==> src/rtl/id_ex_stage_reg.sv <==
// rtl/id_ex_stage_reg.sv - ID/EX pipeline register with 2-entry skid buffer
// Optional macro: ID_EX_STAGE_PERF_EN adds perf_stall_cnt / perf_flush_cnt.
module id_ex_stage_reg #(
  parameter int XLEN  = 64,
  parameter int OP_W  = 8,
  parameter int ALU_W = 12
) (
  input  logic             clk,
  input  logic             rst,
  input  logic             flush,
  input  logic             in_valid,
  output logic             in_ready,
  input  logic [XLEN-1:0]  in_pc,
  input  logic [XLEN-1:0]  in_op1,
  input  logic [XLEN-1:0]  in_op2,
  input  logic [OP_W-1:0]  in_op_info,
  input  logic [ALU_W-1:0] in_alu_info,
  input  logic             in_is_word,
  input  logic [4:0]       in_rd,
  input  logic             in_rd_wen,
  output logic             out_valid,
  input  logic             out_ready,
  output logic [XLEN-1:0]  out_pc,
  output logic [XLEN-1:0]  out_op1,
  output logic [XLEN-1:0]  out_op2,
  output logic [OP_W-1:0]  out_op_info,
  output logic [ALU_W-1:0] out_alu_info,
  output logic             out_is_word,
  output logic [4:0]       out_rd,
  output logic             out_rd_wen
`ifdef ID_EX_STAGE_PERF_EN
  ,
  output logic [63:0]      perf_stall_cnt,
  output logic [31:0]      perf_flush_cnt
`endif
);

  localparam int PW = 3*XLEN + OP_W + ALU_W + 7;

  // Occupancy encoded as {S.valid, M.valid}; S is only ever valid behind M.
  localparam logic [1:0] ST_EMPTY = 2'b00;
  localparam logic [1:0] ST_ONE   = 2'b01;
  localparam logic [1:0] ST_TWO   = 2'b11;

  logic          r_m_valid;
  logic          r_s_valid;
  logic [PW-1:0] r_m_data;
  logic [PW-1:0] r_s_data;

  logic [PW-1:0] w_in_data;
  logic [PW-1:0] w_out_data;
  logic [1:0]    w_state;
  logic          w_in_fire;
  logic          w_out_fire;

  assign w_in_data  = {in_pc, in_op1, in_op2, in_op_info, in_alu_info,
                       in_is_word, in_rd, in_rd_wen};
  assign w_state    = {r_s_valid, r_m_valid};

  // in_ready depends only on held state (and reset), never on out_ready.
  assign in_ready   = rst & ~r_s_valid;
  assign out_valid  = r_m_valid;
  assign w_in_fire  = in_valid & in_ready;
  assign w_out_fire = r_m_valid & out_ready;

  // Payload is zeroed whenever M is empty so EX never sees stale data.
  assign w_out_data = r_m_valid ? r_m_data : '0;
  assign {out_pc, out_op1, out_op2, out_op_info, out_alu_info,
          out_is_word, out_rd, out_rd_wen} = w_out_data;

  // Skid-buffer state machine: flush empties everything, otherwise FIFO order.
  always_ff @(posedge clk or negedge rst) begin
    if (!rst) begin
      r_m_valid <= 1'b0;
      r_s_valid <= 1'b0;
      r_m_data  <= '0;
      r_s_data  <= '0;
    end else if (flush) begin
      r_m_valid <= 1'b0;
      r_s_valid <= 1'b0;
    end else begin
      case (w_state)
        ST_EMPTY: begin
          if (w_in_fire) begin
            r_m_data  <= w_in_data;
            r_m_valid <= 1'b1;
          end
        end
        ST_ONE: begin
          if (w_in_fire && w_out_fire) begin
            r_m_data <= w_in_data;
          end else if (w_in_fire) begin
            r_s_data  <= w_in_data;
            r_s_valid <= 1'b1;
          end else if (w_out_fire) begin
            r_m_valid <= 1'b0;
          end
        end
        ST_TWO: begin
          if (w_out_fire) begin
            r_m_data  <= r_s_data;
            r_s_valid <= 1'b0;
          end
        end
        default: begin
          r_m_valid <= r_m_valid;
          r_s_valid <= r_s_valid;
        end
      endcase
    end
  end

`ifdef ID_EX_STAGE_PERF_EN
  logic [63:0] r_stall_cnt;
  logic [31:0] r_flush_cnt;

  assign perf_stall_cnt = r_stall_cnt;
  assign perf_flush_cnt = r_flush_cnt;

  // Stall = EX holding a valid op it cannot consume; flush counted only when it kills something.
  always_ff @(posedge clk or negedge rst) begin
    if (!rst) begin
      r_stall_cnt <= '0;
      r_flush_cnt <= '0;
    end else begin
      if (r_m_valid && !out_ready) r_stall_cnt <= r_stall_cnt + 64'd1;
      if (flush && (r_m_valid || r_s_valid || w_in_fire)) r_flush_cnt <= r_flush_cnt + 32'd1;
    end
  end
`endif

endmodule
==> config.mk <==
export PLATFORM = sky130hd
export DESIGN_NAME = id_ex_stage_reg
export DESIGN_NICKNAME = d
export VERILOG_FILES = /design/src/rtl/id_ex_stage_reg.sv
export SDC_FILE = /design/constraint.sdc
export NUM_CORES = 1
export LEC_CHECK = 0
export CAP_MARGIN = 20
export CORE_MARGIN = 5
export CORE_UTILIZATION = 69
export CTS_CLUSTER_SIZE = 24
export DETAILED_ROUTE_END_ITERATION = 6
export DONT_BUFFER_PORTS = 1
export MAX_ROUTING_LAYER = met4
export PLACE_DENSITY_LB_ADDON = 0.1
export SLEW_MARGIN = 20
export SYNTH_ARGS = -nofsm -noshare
export SYNTH_HDL_FRONTEND = slang
export SYNTH_SLANG_ARGS = --single-unit
==> constraint.sdc <==
create_clock -name clk -period 2.8 [get_ports clk]
set_input_delay 0.14 -clock clk [delete_from_list [all_inputs] [get_ports clk]]
set_output_delay 0.14 -clock clk [all_outputs]
set_load 0.005 [all_outputs]
==> results list <==
- The run finished, with violations left.
* Violations in the final reports: negative hold slack, max-slew violations
- Across the run, the number of max-cap violations was 0.
* Clock tree skew after final layout: 19.7 ps
- Synthesis handed over a netlist of 1426 instances.
- Clock-pin slew on the worst setup and hold paths: 60 ps
* Overall track demand over capacity in global routing: 29.6%
* Most frequent standard cell in the layout excluding fill and tap cells: mux2_2
- For this run, the share of the core covered by cells in the final layout is 82.1%.
* Warnings, synthesis: 0
- The critical path goes through buf_4 -> and2_1.
- Starting utilization of the core area: 69.4%
* Leakage power of the design: 0.0108 uW
- For the pin with the worst max-slew slack, the measured transition is 1760 ps.
- On the critical path the largest part of the delay comes from buffers and inverters.
- First-pass GRT wire length: 76100 um
- Counting both buffers and inverters, the worst setup path holds a total of 1.
* Area delta synth->final: 18.2%
- Floorplan core area: 29500 um2
- Setup-failing EPs final: 0
- Slowest library cell on the worst path: buf_4
- Synthesized netlist net count: 1650
- Crit-path max FO: 104
* Register area share after synthesis: 53.8%
- The worst path uses 84.2% of the clock period.
- Residual DRC count: 0
- Measured against its own limit, the worst slew margin works out to -17.2%.
* Cell at the root of the clock tree: clkbuf_16
* Slowest stage delay, CP: 700 ps
- The via count of the first global-routing pass is 13400.
* Residual overflow from global routing: 0
* Die Wd: 182 um
* Flip-flop and latch count after synthesis: 440
- Post-CTS timing repair inserted 0 buffers for setup.
- Across all hold checks on the routed design, the worst slack comes to -691 ps.
- Input and output buffers added on the ports amount to 0.
- Worst path required time: 2660 ps
- Post-CTS Hold Fix Bufs: 222
- Worst Hold Class: input port to async pin
- Power density over the cells: 658 nW/um2
* Clock buffers created by TritonCTS: 45
* Maximum number of buffers from clock root to sink: 3
* H-tree depth: 2
* Min cycle time layout: 2360 ps
- Detailed-router iteration count before antenna repair: 4
* Final hold violation count: 440
* Arr. time, crit path: 2220 ps
- TritonCTS built the clock tree.
* Vertical extent of the die: 182 um
- The clock drives 440 sinks.
- Mean post-synth cell area: 14.4 um2
* Worst IR Drop VDD: 0.519 mV
- Post-route setup TNS: 0 ps
* Routability congestion estimate from global placement: 0.805
- Routed wire length per instance: 23.7 um
- For this block, the via count after detailed routing is 12200.
* Overall routed net length: 48500 um
- The number of antenna violations at the first check in global routing is 14.
- CP Capture Type: output port
- Entering global routing, the biggest net connects 443 pins.
- Number of pins with negative max-slew slack in the final report: 209
- In the routed layout, each cell is associated on average with a via count of 5.93.
- Summed over all nets, the half-perimeter wirelength after detailed placement is 28800 um.
* Mapped cell area: 20500 um2
- ANT nets after route: 0
- Source-to-sink clock delay at the later pin of the worst-skew pair: 540 ps
* Type of the worst setup path: register to output port
* Nets@finish: 1837
- In this run the count of I/O pins placed on the die edge is 445.
- The floorplan has 63 rows.
* Die footprint: 33200 um2
- Peak Freq: 0.424 GHz
- Post-cts repair resize count: 0
* Most frequent cells in the layout: mux2_2, dfrtp_1, dlygate4sd3_1, and2_1, clkbuf_16
- STA classifies the critical path startpoint as a register.
- In this run, the number of DRC markers left after iteration 0 of detailed routing was 699.
- Count of different cell masters after synthesis: 17
* Setup repair after global routing missed its margin: false
- Share of cells above drive strength 1: 44.5%
-- final timing paths --
check | from | to | slack (ps) | depth (start not counted)
max | out_valid | out_op1[17] | 440 | 2
max reg2reg | out_valid | r_m_data[150] | 560 | 5
min | rst | r_s_data[37] | -690 | 0
min in group clk | flush | r_m_data[182] | 80 | 3
max in group asynchronous | rst | r_m_data[93] | 2090 | 0
min reg2reg | r_m_data[25] | r_m_data[25] | 500 | 1
-- metal layers --
metal	track usage [%]	vias up	wire length (um)
li1	-	5372	-
met1	35.5	6303	18900
met2	49.0	369	24500
met3	7.77	107	3210
met4	10.2	0	1910
met5	-	-	0
-- logic make-up after synthesis --
logic type	share of synthesized area [%]
flops	53.8
compound gates	0.251
simple gates	6.87
mux	36.1
buf+inv	2.96
-- registers in the layout, summed over array words and instances (netlist names) --
name	count
out_valid	1
r_m_data	219
r_s_data	219
r_s_valid	1
-- final cells by class --
| cell class | instances | area, um2 |
|---|---|---|
| clock buffer | 73 | 1320 |
| fill | 1494 | 5280 |
| sequential | 440 | 11000 |
| inverter | 1 | 3.75 |
| multi-input combinational | 888 | 8860 |
| antenna | 15 | 37.5 |
| tap | 390 | 488 |
| timing repair buffer | 237 | 2450 |
| clock inverter | 4 | 23.8 |
-- worst reg2reg max path, stage by stage (launching register included) --
cell and delay (ps):
dfrtp_4 560, nor2b_1 110, a2111oi_4 440, buf_12 300, buf_4 320, mux2_2 390
-- per-stage QoR --
step           setup slack (ps)  power (uW)  std cells  instance area (um2)  hold WS (ps)
3_3_place_gp                614        9860       1734                20600          -145
2_1_floorplan              1070        9590       1426                20500          -156
4_1_cts                     436       15900       2033                24200          -716
3_5_place_dp                581       10000       1734                20600          -144
5_1_grt                     303       16600       2048                24200          -718
6_report                    443       15900       2048                24200          -691
-- power breakdown --
group | switching [uW] | total, uW | internal, uW
combinational | 729 | 2100 | 1370
clock | 2390 | 5600 | 3210
sequential | 629 | 8220 | 7590
total | 3750 | 15900 | 12200
-- synth_stat cells, drive strengths merged --
master	number	area, um2
mux2	657	7400
nand2	2	7.51
a2bb2oi	1	8.76
nand2b	1	6.26
nand4	1	6.26
dfrtp	440	11000
nor2b	2	12.5
inv	1	3.75
clkbuf	28	105
nor2	1	3.75
o21ai	1	5.00
a2111oi	1	27.5
and2	219	1370
buf	69	498
a21oi	2	10.0
Note: power is estimated with default switching activity, not from simulation.
